### config.mk
export PLATFORM = sky130hd
export DESIGN_NAME = time_display_scanner
export DESIGN_NICKNAME = d
export VERILOG_FILES = /design/src/rtl/time_disp_pkg.sv /design/src/rtl/bcd_to_seg7.sv /design/src/rtl/time_display_scanner.sv
export SDC_FILE = /design/constraint.sdc
export NUM_CORES = 1
export LEC_CHECK = 0
export CORE_ASPECT_RATIO = 1.5
export CORE_MARGIN = 2
export CORE_UTILIZATION = 45
export CTS_BUF_LIST = sky130_fd_sc_hd__clkbuf_8
export DETAILED_ROUTE_END_ITERATION = 6
export PLACE_DENSITY_LB_ADDON = 0.25
export SYNTH_ARGS = -nofsm -noshare
export SYNTH_HDL_FRONTEND = slang
export SYNTH_HIERARCHICAL = 1
export SYNTH_SLANG_ARGS = --single-unit
export TNS_END_PERCENT = 10
### constraint.sdc
create_clock -name clk -period 3.2 [get_ports clk]
set_input_delay 0.8 -clock clk [delete_from_list [all_inputs] [get_ports clk]]
set_output_delay 0.8 -clock clk [all_outputs]
set_load 0.01 [all_outputs]
### src/rtl/time_disp_pkg.sv
// Shared constants for the time display: active-high segment patterns (gfedcba order),
// the digit count, and a helper that flags packed BCD words holding a non-decimal nibble.
package time_disp_pkg;

  localparam int NUM_DIGITS = 4;

  localparam logic [6:0] SEG_0    = 7'h3F;
  localparam logic [6:0] SEG_1    = 7'h06;
  localparam logic [6:0] SEG_2    = 7'h5B;
  localparam logic [6:0] SEG_3    = 7'h4F;
  localparam logic [6:0] SEG_4    = 7'h66;
  localparam logic [6:0] SEG_5    = 7'h6D;
  localparam logic [6:0] SEG_6    = 7'h7D;
  localparam logic [6:0] SEG_7    = 7'h07;
  localparam logic [6:0] SEG_8    = 7'h7F;
  localparam logic [6:0] SEG_9    = 7'h6F;
  localparam logic [6:0] SEG_DASH = 7'h40;
  localparam logic [6:0] SEG_OFF  = 7'h00;

  function automatic logic has_non_bcd(input logic [15:0] value);
    logic bad;
    bad = 1'b0;
    for (int i = 0; i < NUM_DIGITS; i++) begin
      if (value[4*i +: 4] > 4'd9) bad = 1'b1;
    end
    return bad;
  endfunction

endpackage

### src/rtl/bcd_to_seg7.sv
// Combinational nibble to seven-segment decoder, active-high output.
// Anything above 9 renders as a dash so corrupt time words are visible on the board.
module bcd_to_seg7
  import time_disp_pkg::*;
(
  input  logic [3:0] digit,
  output logic [6:0] seg
);

  always_comb begin
    seg = SEG_DASH;
    case (digit)
      4'd0:    seg = SEG_0;
      4'd1:    seg = SEG_1;
      4'd2:    seg = SEG_2;
      4'd3:    seg = SEG_3;
      4'd4:    seg = SEG_4;
      4'd5:    seg = SEG_5;
      4'd6:    seg = SEG_6;
      4'd7:    seg = SEG_7;
      4'd8:    seg = SEG_8;
      4'd9:    seg = SEG_9;
      default: seg = SEG_DASH;
    endcase
  end

endmodule

### src/rtl/time_display_scanner.sv
// Scans a packed BCD mm:ss word onto a 4-digit multiplexed seven-segment display with a
// blinking colon, optional leading-zero blanking and a non-BCD flag.
module time_display_scanner
  import time_disp_pkg::*;
#(
  parameter int SCAN_DIV       = 50000,
  parameter int BLINK_FRAMES   = 125,
  parameter int SEG_ACTIVE_LOW = 1
) (
  input  logic        clk,
  input  logic        reset,
  input  logic        enable,
  input  logic        blank_leading,
  input  logic [15:0] time_value,
  output logic [6:0]  seg,
  output logic        dp,
  output logic [3:0]  an,
  output logic        frame_done,
  output logic        digit_err
);

  localparam int CW    = (SCAN_DIV > 1) ? $clog2(SCAN_DIV) : 1;
  localparam int BW    = (BLINK_FRAMES > 1) ? $clog2(BLINK_FRAMES) : 1;
  localparam int IDX_W = $clog2(NUM_DIGITS);

  // Polarity lives only here: everything upstream of the output registers is active-high.
  localparam logic       ACT_LOW  = (SEG_ACTIVE_LOW != 0);
  localparam logic [6:0] SEG_MASK = {7{ACT_LOW}};
  localparam logic [3:0] AN_MASK  = {4{ACT_LOW}};

  logic [CW-1:0]    scan_cnt;
  logic [IDX_W-1:0] dig_idx;
  logic [15:0]      snap;
  logic [BW-1:0]    blink_cnt;
  logic             colon;

  logic       tick;
  logic       frame_wrap;
  logic [3:0] cur_nib;
  logic [6:0] dec_seg;
  logic [6:0] seg_pat;
  logic [3:0] an_pat;
  logic       dp_pat;

  assign tick       = (scan_cnt == CW'(SCAN_DIV - 1));
  assign frame_wrap = tick && (dig_idx == IDX_W'(NUM_DIGITS - 1));
  assign cur_nib    = snap[{dig_idx, 2'b00} +: 4];

  bcd_to_seg7 u_dec (
    .digit (cur_nib),
    .seg   (dec_seg)
  );

  always_comb begin
    seg_pat = dec_seg;
    if (blank_leading && (dig_idx == IDX_W'(NUM_DIGITS - 1)) && (snap[15:12] == 4'd0))
      seg_pat = SEG_OFF;
    an_pat = 4'b0001 << dig_idx;
    dp_pat = colon && (dig_idx == IDX_W'(2));
  end

  always_ff @(posedge clk) begin
    if (reset) begin
      scan_cnt   <= '0;
      dig_idx    <= '0;
      snap       <= '0;
      blink_cnt  <= '0;
      colon      <= 1'b0;
      frame_done <= 1'b0;
      digit_err  <= 1'b0;
      seg        <= SEG_OFF ^ SEG_MASK;
      an         <= AN_MASK;
      dp         <= ACT_LOW;
    end else if (!enable) begin
      // Display dark; snapshot tracks the input so re-enable shows the current time at once.
      scan_cnt   <= '0;
      dig_idx    <= '0;
      snap       <= time_value;
      blink_cnt  <= '0;
      colon      <= 1'b0;
      frame_done <= 1'b0;
      digit_err  <= has_non_bcd(time_value);
      seg        <= SEG_OFF ^ SEG_MASK;
      an         <= AN_MASK;
      dp         <= ACT_LOW;
    end else begin
      frame_done <= frame_wrap;
      seg        <= seg_pat ^ SEG_MASK;
      an         <= an_pat ^ AN_MASK;
      dp         <= dp_pat ^ ACT_LOW;
      if (tick) begin
        scan_cnt <= '0;
        dig_idx  <= dig_idx + IDX_W'(1);
      end else begin
        scan_cnt <= scan_cnt + CW'(1);
      end
      // Snapshot only at the frame boundary so a frame never mixes two time values.
      if (frame_wrap) begin
        snap      <= time_value;
        digit_err <= has_non_bcd(time_value);
        if (blink_cnt == BW'(BLINK_FRAMES - 1)) begin
          blink_cnt <= '0;
          colon     <= ~colon;
        end else begin
          blink_cnt <= blink_cnt + BW'(1);
        end
      end
    end
  end

endmodule

# Word level (Yosys, flattened, before mapping)
# Memories as Yosys holds them, arrays and structs flattened.
# Index checks and enable logic that the tools add are counted.
[totals]
latch_bits = 0
out_inout_bits = 14
in_bits = 20
reg_bits = 56
rom_bits = 112
word_cells = 48
n_memories = 1
ram_bits = 0
[op_classes]
n_bitwise = 5
eq_ne = 5
add_sub_neg = 3
shift = 2
mux = 10
reduce_logical = 8
multipliers = 0
n_div = 0
order_cmp = 4
[mem_list]
columns = ["name", "depth", "word_bits", "read_ports", "rd_clocked_by_memory_dff", "wr", "line", "source"]
rows = [
  ["(no name shown)", 16, 7, 1, 0, 0, "bcd_to_seg7.sv:12", "case (digit)"],
]
[op_table]
columns = ["cell", "count"]
rows = [
  ["$mux 16", 2],
  ["$add 16x1->16 const B", 1],
  ["$eq 16x16->1 const B", 1],
  ["$gt 4x4->1 const B", 4],
  ["$shiftx 16x5->4", 1],
  ["$mux 7", 2],
  ["$add 7x1->7 const B", 1],
  ["$eq 7x7->1 const B", 1],
  ["$not 7->7", 1],
  ["$mux 1", 6],
  ["$eq 2x2->1 const B", 2],
  ["$logic_and 1x1->1", 4],
  ["$logic_not 4->1", 1],
  ["$not 4->4", 1],
  ["$shl 1x2->4 const A", 1],
  ["$not 1->1", 3],
  ["$reduce_or 3->1", 1],
  ["$add 2x1->2 const B", 1],
  ["$ne 2x1->1 const B", 1],
  ["$reduce_and 2->1", 1],
  ["$reduce_or 2->1", 1],
]

# Longest topological paths before layout
# Gate-level depths: netlist of the first run.
[logic_depth]
depth_word = 7
mapped_depth = 7

# Hierarchy
# Netlist of the first run, hierarchy kept.
[modules_own_cells]
columns = ["mod", "cells_each", "n_inst", "seq_area_each_um2", "area_each_um2"]
rows = [
  ["time_display_scanner", 267, 1, 1121.1, 2373.5],
  ["bcd_to_seg7", 29, 1, 0.0, 225.2],
]

# Least setup slack after synthesis of the first run
# No wires, ideal clock.
[synth_timing]
kind = "reg-to-reg"
startpoint = "reg scan_cnt[11]"
endpoint = "reg blink_cnt[3]"
synth_period_minus_slack_ps = 2093
path_slack_ps = 1107
setup_time_ps = 69
stages_incl_launch_ff = 6
arrival_ps = 2024
t_required_ps = 3131
path_cell_list = "dfxtp_1 > or4_4 > or4_1 > buf_2 > or4_1 > o21ai_1"
[synth_between]
elab_chain_cells = 2
[synth_rtl]
columns = ["item", "line", "source"]
rows = [
  ["from (decl)", "time_display_scanner.sv:31", "logic [CW-1:0] scan_cnt;"],
  ["from (signal assigned)", "time_display_scanner.sv:95", "scan_cnt <= scan_cnt + CW'(1);"],
  ["$eq 16x16->1", "time_display_scanner.sv:45", "assign tick = (scan_cnt == CW'(SCAN_DIV - 1));"],
  ["$logic_and 1x1->1", "time_display_scanner.sv:46", "assign frame_wrap = tick && (dig_idx == IDX_W'(NUM_DIGITS - 1));"],
  ["to (signal assigned)", "time_display_scanner.sv:105", "blink_cnt <= blink_cnt + BW'(1);"],
  ["to (decl)", "time_display_scanner.sv:34", "logic [BW-1:0] blink_cnt;"],
]
# No other way between the ends.
# A chain may end at the register's enable or synchronous reset.

# Final worst setup path of the first run
[layout_timing]
startpoint = "reg dig_idx[0]"
endpoint = "reg blink_cnt[2]"
[layout_between]
elab_chain_cells = 2
[layout_rtl]
columns = ["item", "line", "source"]
rows = [
  ["from (decl)", "time_display_scanner.sv:32", "logic [IDX_W-1:0] dig_idx;"],
  ["from (signal assigned)", "time_display_scanner.sv:93", "dig_idx <= dig_idx + IDX_W'(1);"],
  ["$eq 2x2->1", "time_display_scanner.sv:46", ""],
  ["$logic_and 1x1->1", "time_display_scanner.sv:46", ""],
]
# No other way between the ends.

==> summary.md, run 1 <==
| Metric | Value |
|---|---|
| Distinct cells, synth | `43` |
| Vias in the first global route | `2164` |
| CTS tree | `done` |
| Clk_lat worst skew | `0.30 ns` |
| Flops & latches, synth | `56` |
| Post-cts repair resize count | `0` |
| Antenna-violating nets left | `0` |
| Tot Pwr | `0.00123 W` |
| Io pins | `34` |
| Post-synthesis simple-gate area fraction | `0.222` |
| Most common cell after layout, fill and taps aside | `dfxtp_1` |
| First-pass GRT wire length | `9.45 mm` |
| Worst hold stages | `1` |
| Yosys warning count | `6` |
| Slowest stage cell on the critical path | `dfxtp_1` |
| Average wire per standard cell | `13.5 µm` |
| Hold_buf cts | `0` |
| DIE AREA | `6410 µm²` |
| Share of flip-flops with an asynchronous set or reset | `0` |
| Slew Limit Fails | `0` |
| Post-Synth XOR/XNOR Area | `0.0506` |
| Setup TNS | `0 ns` |
| Congestion Overflow GR | `0` |
| Max incr delay on CP | `0.59 ns` |
| Most frequent cells in the layout | `56 x dfxtp_1, 33 x clkdlybuf4s50_1, 25 x o21ai_0` |
| Max_slew headroom | `0.592` |
| Area Growth Syn to Fin | `18.2%` |
| Hold Path Origin | `colon` |
| Maximum buffer depth of the clock tree | `2` |
| Post-Route WL | `5.32 mm` |
| Final Non-Filler Cells | `395` |
| Die Y | `97.1 µm` |
| Cells after Synth | `296` |
| Clock root buffer | `clkbuf_8` |
| Crit. path cell count | `6` |
| WHS Endpoint | `dp` |
| Hold Path Class | `reg2reg` |
| CTS Buf Count | `5` |
| Antenna fix cells | `0` |
| Sequential area share after synthesis | `0.431` |
| Post-route core utilization | `0.555` |
| CTS H-tree depth | `2` |
| Initial antenna violation count | `0` |
| Drt drc | `0` |
| GRT Overall Usage | `0.181` |
| Multiplexer share of the synthesized area | `0.0443` |
| Hold Violations, Final | `0` |
| Setup violators final | `0` |
| Via count | `2171` |
| R2R Setup Slk | `0.85 ns` |
| WS Path Type | `reg2reg` |
| Filler Cells Inserted | `539` |
| Number of detailed-route iterations in the first pass | `4` |
| Die X | `66.1 µm` |
| Clock skew | `0.00792 ns` |
| Outcome | `finished, final reports clean` |
| Top Family by Delay on Critical Path | `simple AND/OR/NAND/NOR gates` |
| Main combinational cell family by area after synthesis | `simple AND/OR/NAND/NOR gates` |
| Ys flop type | `dfxtp_1` |
| CTS sink cnt | `56` |
| Tmin final | `2.35 ns` |
| Share of layout cells above drive strength 1 | `0.0615` |
| Max Cap Viol | `0` |
| Arrival time at the worst endpoint | `2.53 ns` |
| PD cells | `399 nW/µm²` |
| CP endpoint kind | `flip-flop` |
| CP Launch Type | `flip-flop` |
| Post-CTS Setup Bufs | `0` |
| Worst-case reg-to-reg path depth | `6` |
| Number of flops mapped to enable cells by yosys | `0` |
| Routability congestion estimate | `0.759` |
| Avg Inst Size Synth | `8.78 µm²` |
| Post-layout nets | `357` |
| 1st-iter DRT viols | `86` |
| Core ar. | `5530 µm²` |
| RSZ-0062 raised after global routing | `false` |
| Hold_ws | `0.417 ns` |
| Netlist Area Pre-Place | `2600 µm²` |
| Lkg Pwr | `1.05 nW` |
| Worst r2r src | `dig_idx[0]` |
| Worst-path maximum fanout | `23` |
| Max IR drop VDD | `327 µV` |
| Crit-path cells | `ha_1, nand4b_1, or4_1, buf_4, o211ai_1, o21ai_0` |
| FP Rows | `33` |
| Post-route clock period utilization | `0.733` |
| Reg2reg end | `blink_cnt[2]` |
| CP required | `3.38 ns` |
| Hpwl dp | `3.83 mm` |
| WP buf/inv | `1` |
| DP Cell Count | `387` |
| Starting Density | `0.470` |
| Slew @ Worst Pin | `0.612 ns` |
| Pin count of the biggest net entering global routing | `24` |
| DR vias/cell | `5.50` |
| Max Fclk | `426 MHz` |
| IO Port Bufs | `33` |
| Post-synthesis adder-cell area fraction | `0.0626` |
| Synth Area in Compound Gates | `0.135` |
| Reg clk slew, reported paths | `0.09 ns` |
| Synthesized Nets | `329` |
| Crit path launch | `dig_idx[0]` |
## cell type report
cell class	instances	area (µm²)	share of cell area
clock buffer	6	82.6	0.0269
clock inverter	2	7.51	0.00244
inverter	15	56.3	0.0183
multi-input combinational	207	1340	0.437
sequential	56	1120	0.365
tap	70	87.6	0.0285
timing repair buffer	39	375	0.122
## per-layer routing
| layer | track usage | up-vias | wire length [µm] | part of all wire |
|---|---|---|---|---|
| met4 | 0.0377 | 0 | 49 | 0.0092 |
| met1 | 0.208 | 1046 | 2330 | 0.44 |
| met5 | 0 | - | 0 | 0 |
| met2 | 0.337 | 24 | 2800 | 0.53 |
| li1 | - | 1096 | - | - |
| met3 | 0.0359 | 5 | 133 | 0.025 |
## power by group
part           switching, W  total (W)  leakage, nW  internal (W)
registers        0.00000921   0.000725        0.457      0.000716
clock network      0.000212   0.000383       0.0538      0.000171
logic             0.0000563   0.000118        0.537     0.0000618
## cells by family after synthesis
kind of cell             Yosys count
AO/OA/AOI/OAI                     62
XOR/XNOR                          15
adder cells (fa/ha/maj)           13
buffers and inverters             33
flip-flops                        56
multiplexers                       6
AND/OR/NAND/NOR                  111
## cell usage after synthesis (2+ instances only)
library cell / count / area [µm²]
mux4_2: 4 / 90.1
o22ai_1: 3 / 18.8
o211ai_1: 4 / 30.0
nor3_1: 6 / 30.0
nand3_1: 24 / 120
nand2b_1: 4 / 25.0
o21ai_0: 25 / 125
nor2_1: 23 / 86.3
xnor2_1: 14 / 123
a21o_1: 2 / 15.0
buf_6: 2 / 22.5
clkbuf_1: 12 / 45.0
ha_1: 13 / 163
buf_2: 2 / 10.0
dfxtp_1: 56 / 1120
nor4_1: 7 / 43.8
a31oi_1: 2 / 12.5
nand4_1: 8 / 50.1
or4_1: 3 / 22.5
nor2b_1: 2 / 12.5
inv_1: 15 / 56.3
and2_1: 2 / 12.5
nand3b_1: 3 / 22.5
nand2_1: 21 / 78.8
buf_1: 2 / 7.51
a21oi_1: 20 / 100
## metrics by stage
step | area (µm²) | worst slack, ns
finish | 3070 | 0.855
global route | 3070 | 0.637
CTS | 3070 | 0.811
detailed placement | 2980 | 0.820
global placement | 2980 | 0.840
floorplan | 2600 | 1.11
## sequential cells by signal (all words and copies together) (netlist names)
| name | count |
|---|---|
| colon | 1 |
| an | 4 |
| snap | 16 |
| dig_idx | 2 |
| digit_err | 1 |
| blink_cnt | 7 |
| scan_cnt | 16 |
| frame_done | 1 |
| seg | 7 |
| dp | 1 |
## worst max path at each step
stage                         endpoint  slack [ns]
final                     blink_cnt[2]        0.85
after global routing      blink_cnt[2]        0.64
after CTS                 blink_cnt[6]        0.81
after detailed placement  blink_cnt[2]        0.82
after global placement    blink_cnt[6]        0.84
after floorplan           blink_cnt[3]        1.11
Power figures use the tool's default switching activity.
==> run 2: changes to the inputs <==
==> constraint.sdc (replaced) <==
create_clock -name clk -period 2.4 [get_ports clk]
set_input_delay 0.6 -clock clk [delete_from_list [all_inputs] [get_ports clk]]
set_output_delay 0.6 -clock clk [all_outputs]
set_load 0.01 [all_outputs]
==> summary.md, run 2 (same netlist as run 1, synthesis figures left out) <==
| Metric | Value |
|---|---|
| R2R Setup Slk | `0.28 ns (-0.57 ns)` |
| Outcome | `finished, final reports clean` |
| Crit path launch | `scan_cnt[11]` |
| Post-CTS Setup Bufs | `0 (unchanged)` |
| Max IR drop VDD | `420 µV (+28%)` |
| Post-layout nets | `361 (+1.1%)` |
| CP Launch Type | `flip-flop` |
| Crit-path cells | `or4_4, or4_1, or4_1, o21ai_1` |
| Max Fclk | `472 MHz (+11%)` |
| Pin count of the biggest net entering global routing | `20 (-17%)` |
| Most frequent cells in the layout | `56 x dfxtp_1, 33 x clkdlybuf4s50_1, 25 x o21ai_0` |
| Arrival time at the worst endpoint | `2.37 ns (-0.16 ns)` |
| Area Growth Syn to Fin | `19.5%` |
| CTS Buf Count | `5 (unchanged)` |
| Worst-case reg-to-reg path depth | `4 (-2)` |
| Hold Path Class | `reg2reg` |
| Worst-path maximum fanout | `6 (-74%)` |
| WP buf/inv | `0 (-1)` |
| Share of layout cells above drive strength 1 | `0.0790 (+0.0175)` |
| Core ar. | `5530 µm² (unchanged)` |
| Filler Cells Inserted | `538 (-0.19%)` |
| Worst hold stages | `1 (unchanged)` |
| DP Cell Count | `391 (+1.0%)` |
| GRT Overall Usage | `0.180 (-0.000598)` |
| Congestion Overflow GR | `0 (unchanged)` |
| Lkg Pwr | `1.05 nW (+0.65%)` |
| Die X | `66.1 µm (unchanged)` |
| Tot Pwr | `0.00164 W (+34%)` |
| Post-Route WL | `5.23 mm (-1.6%)` |
| Largest registers | `scan_cnt: 16 flops, snap: 16 flops` |
| Drt drc | `0 (unchanged)` |
| Hold Violations, Final | `0 (unchanged)` |
| Reg clk slew, reported paths | `0.10 ns (about the same)` |
| Maximum buffer depth of the clock tree | `2 (unchanged)` |
| CTS H-tree depth | `2 (unchanged)` |
| Antenna-violating nets left | `0 (unchanged)` |
| IO Port Bufs | `33 (unchanged)` |
| Post-route core utilization | `0.561 (+0.00588)` |
| DIE AREA | `6410 µm² (unchanged)` |
| CTS sink cnt | `56 (unchanged)` |
| Clock skew | `0.0122 ns (+0.00423 ns)` |
| Hpwl dp | `3.95 mm (+3.0%)` |
| Worst r2r src | `scan_cnt[11]` |
| Tmin final | `2.12 ns (-0.226 ns)` |
| Setup TNS | `0 ns (unchanged)` |
| Max_slew headroom | `0.615 (+0.0233)` |
| RSZ-0062 raised after global routing | `false` |
| Die Y | `97.1 µm (unchanged)` |
| CP required | `2.65 ns (-0.73 ns)` |
| Post-cts repair resize count | `0 (unchanged)` |
| WHS Endpoint | `dp` |
| WS Path Type | `reg2reg` |
| Initial antenna violation count | `0 (unchanged)` |
| 1st-iter DRT viols | `88 (+2.3%)` |
| Via count | `2176 (+0.23%)` |
| Io pins | `34 (unchanged)` |
| CTS tree | `done` |
| FP Rows | `33 (unchanged)` |
| Top Family by Delay on Critical Path | `simple AND/OR/NAND/NOR gates` |
| Post-route clock period utilization | `0.883 (+0.150)` |
| Clock root buffer | `clkbuf_8` |
| Hold_ws | `0.449 ns (+0.0322 ns)` |
| Max incr delay on CP | `0.57 ns (-0.02 ns)` |
| Reg2reg end | `blink_cnt[3]` |
| CP endpoint kind | `flip-flop` |
| Most common cell after layout, fill and taps aside | `dfxtp_1` |
| Slowest stage cell on the critical path | `or4_4` |
| Clk_lat worst skew | `0.31 ns (about the same)` |
| Hold Path Origin | `colon` |
| Starting Density | `0.470 (unchanged)` |
| Most used cell, CP | `or4_1` |
| PD cells | `528 nW/µm² (+32%)` |
| Max Cap Viol | `0 (unchanged)` |
| Final Non-Filler Cells | `399 (+1.0%)` |
| Slew Limit Fails | `0 (unchanged)` |
| Vias in the first global route | `2179 (+0.69%)` |
| DR vias/cell | `5.45 (-0.77%)` |
| Antenna fix cells | `0 (unchanged)` |
| Setup violators final | `0 (unchanged)` |
| Average wire per standard cell | `13.1 µm (-2.6%)` |
| Number of detailed-route iterations in the first pass | `4 (unchanged)` |
| Slew @ Worst Pin | `0.578 ns (-0.0349 ns)` |
| Routability congestion estimate | `0.849 (+12%)` |
| Hold_buf cts | `0 (unchanged)` |
| First-pass GRT wire length | `9.32 mm (-1.5%)` |
## run 2: where the power goes
group	leakage [nW]	internal, W	switching, W	total [W]
clock network	0.0404	0.000207	0.000309	0.000517
registers	0.457	0.000955	0.0000123	0.000967
logic	0.558	0.0000834	0.0000738	0.000157
total	1.05	0.00125	0.000396	0.00164
## run 2: area by class of cell
class | count | area [µm²] | share of cell area
flip-flops and latches | 56 | 1120 | 0.361
repair buffers | 43 | 405 | 0.131
clock inverters | 3 | 23.8 | 0.00766
clock buffers | 5 | 68.8 | 0.0222
well taps | 70 | 87.6 | 0.0282
multi-input cells | 207 | 1340 | 0.432
inverters | 15 | 56.3 | 0.0181
## run 2: per-stage QoR
step / setup slack [ns] / area, µm²
2_1_floorplan: 0.307 / 2600
3_3_place_gp: 0.294 / 3010
3_5_place_dp: 0.259 / 3010
4_1_cts: 0.285 / 3110
5_1_grt: 0.175 / 3110
6_report: 0.280 / 3110
## run 2: how the worst max path moves through the flow
| stage | endpoint | slack, ns | cells past startpoint |
|---|---|---|---|
| 2_1_floorplan | blink_cnt[3] | 0.31 | 5 |
| 5_1_grt | scan_cnt[5] | 0.18 | 5 |
| 3_5_place_dp | scan_cnt[5] | 0.26 | 5 |
| 6_report | blink_cnt[3] | 0.28 | 4 |
| 4_1_cts | blink_cnt[3] | 0.28 | 4 |
| 3_3_place_gp | scan_cnt[10] | 0.29 | 5 |
## run 2: per-layer routing
layer | vias up | GRT usage | wire length (µm)
li1 | 1107 | - | -
met1 | 1017 | 0.201 | 2220
met2 | 43 | 0.329 | 2740
met3 | 9 | 0.0394 | 172
met4 | 0 | 0.0581 | 97
met5 | - | 0 | 0
## run 2: worst register-to-register path, stage by stage, from the launching register on
cell and delay (ns):
dfxtp_1 0.38, or4_4 0.57, or4_1 0.54, or4_1 0.48, o21ai_1 0.08
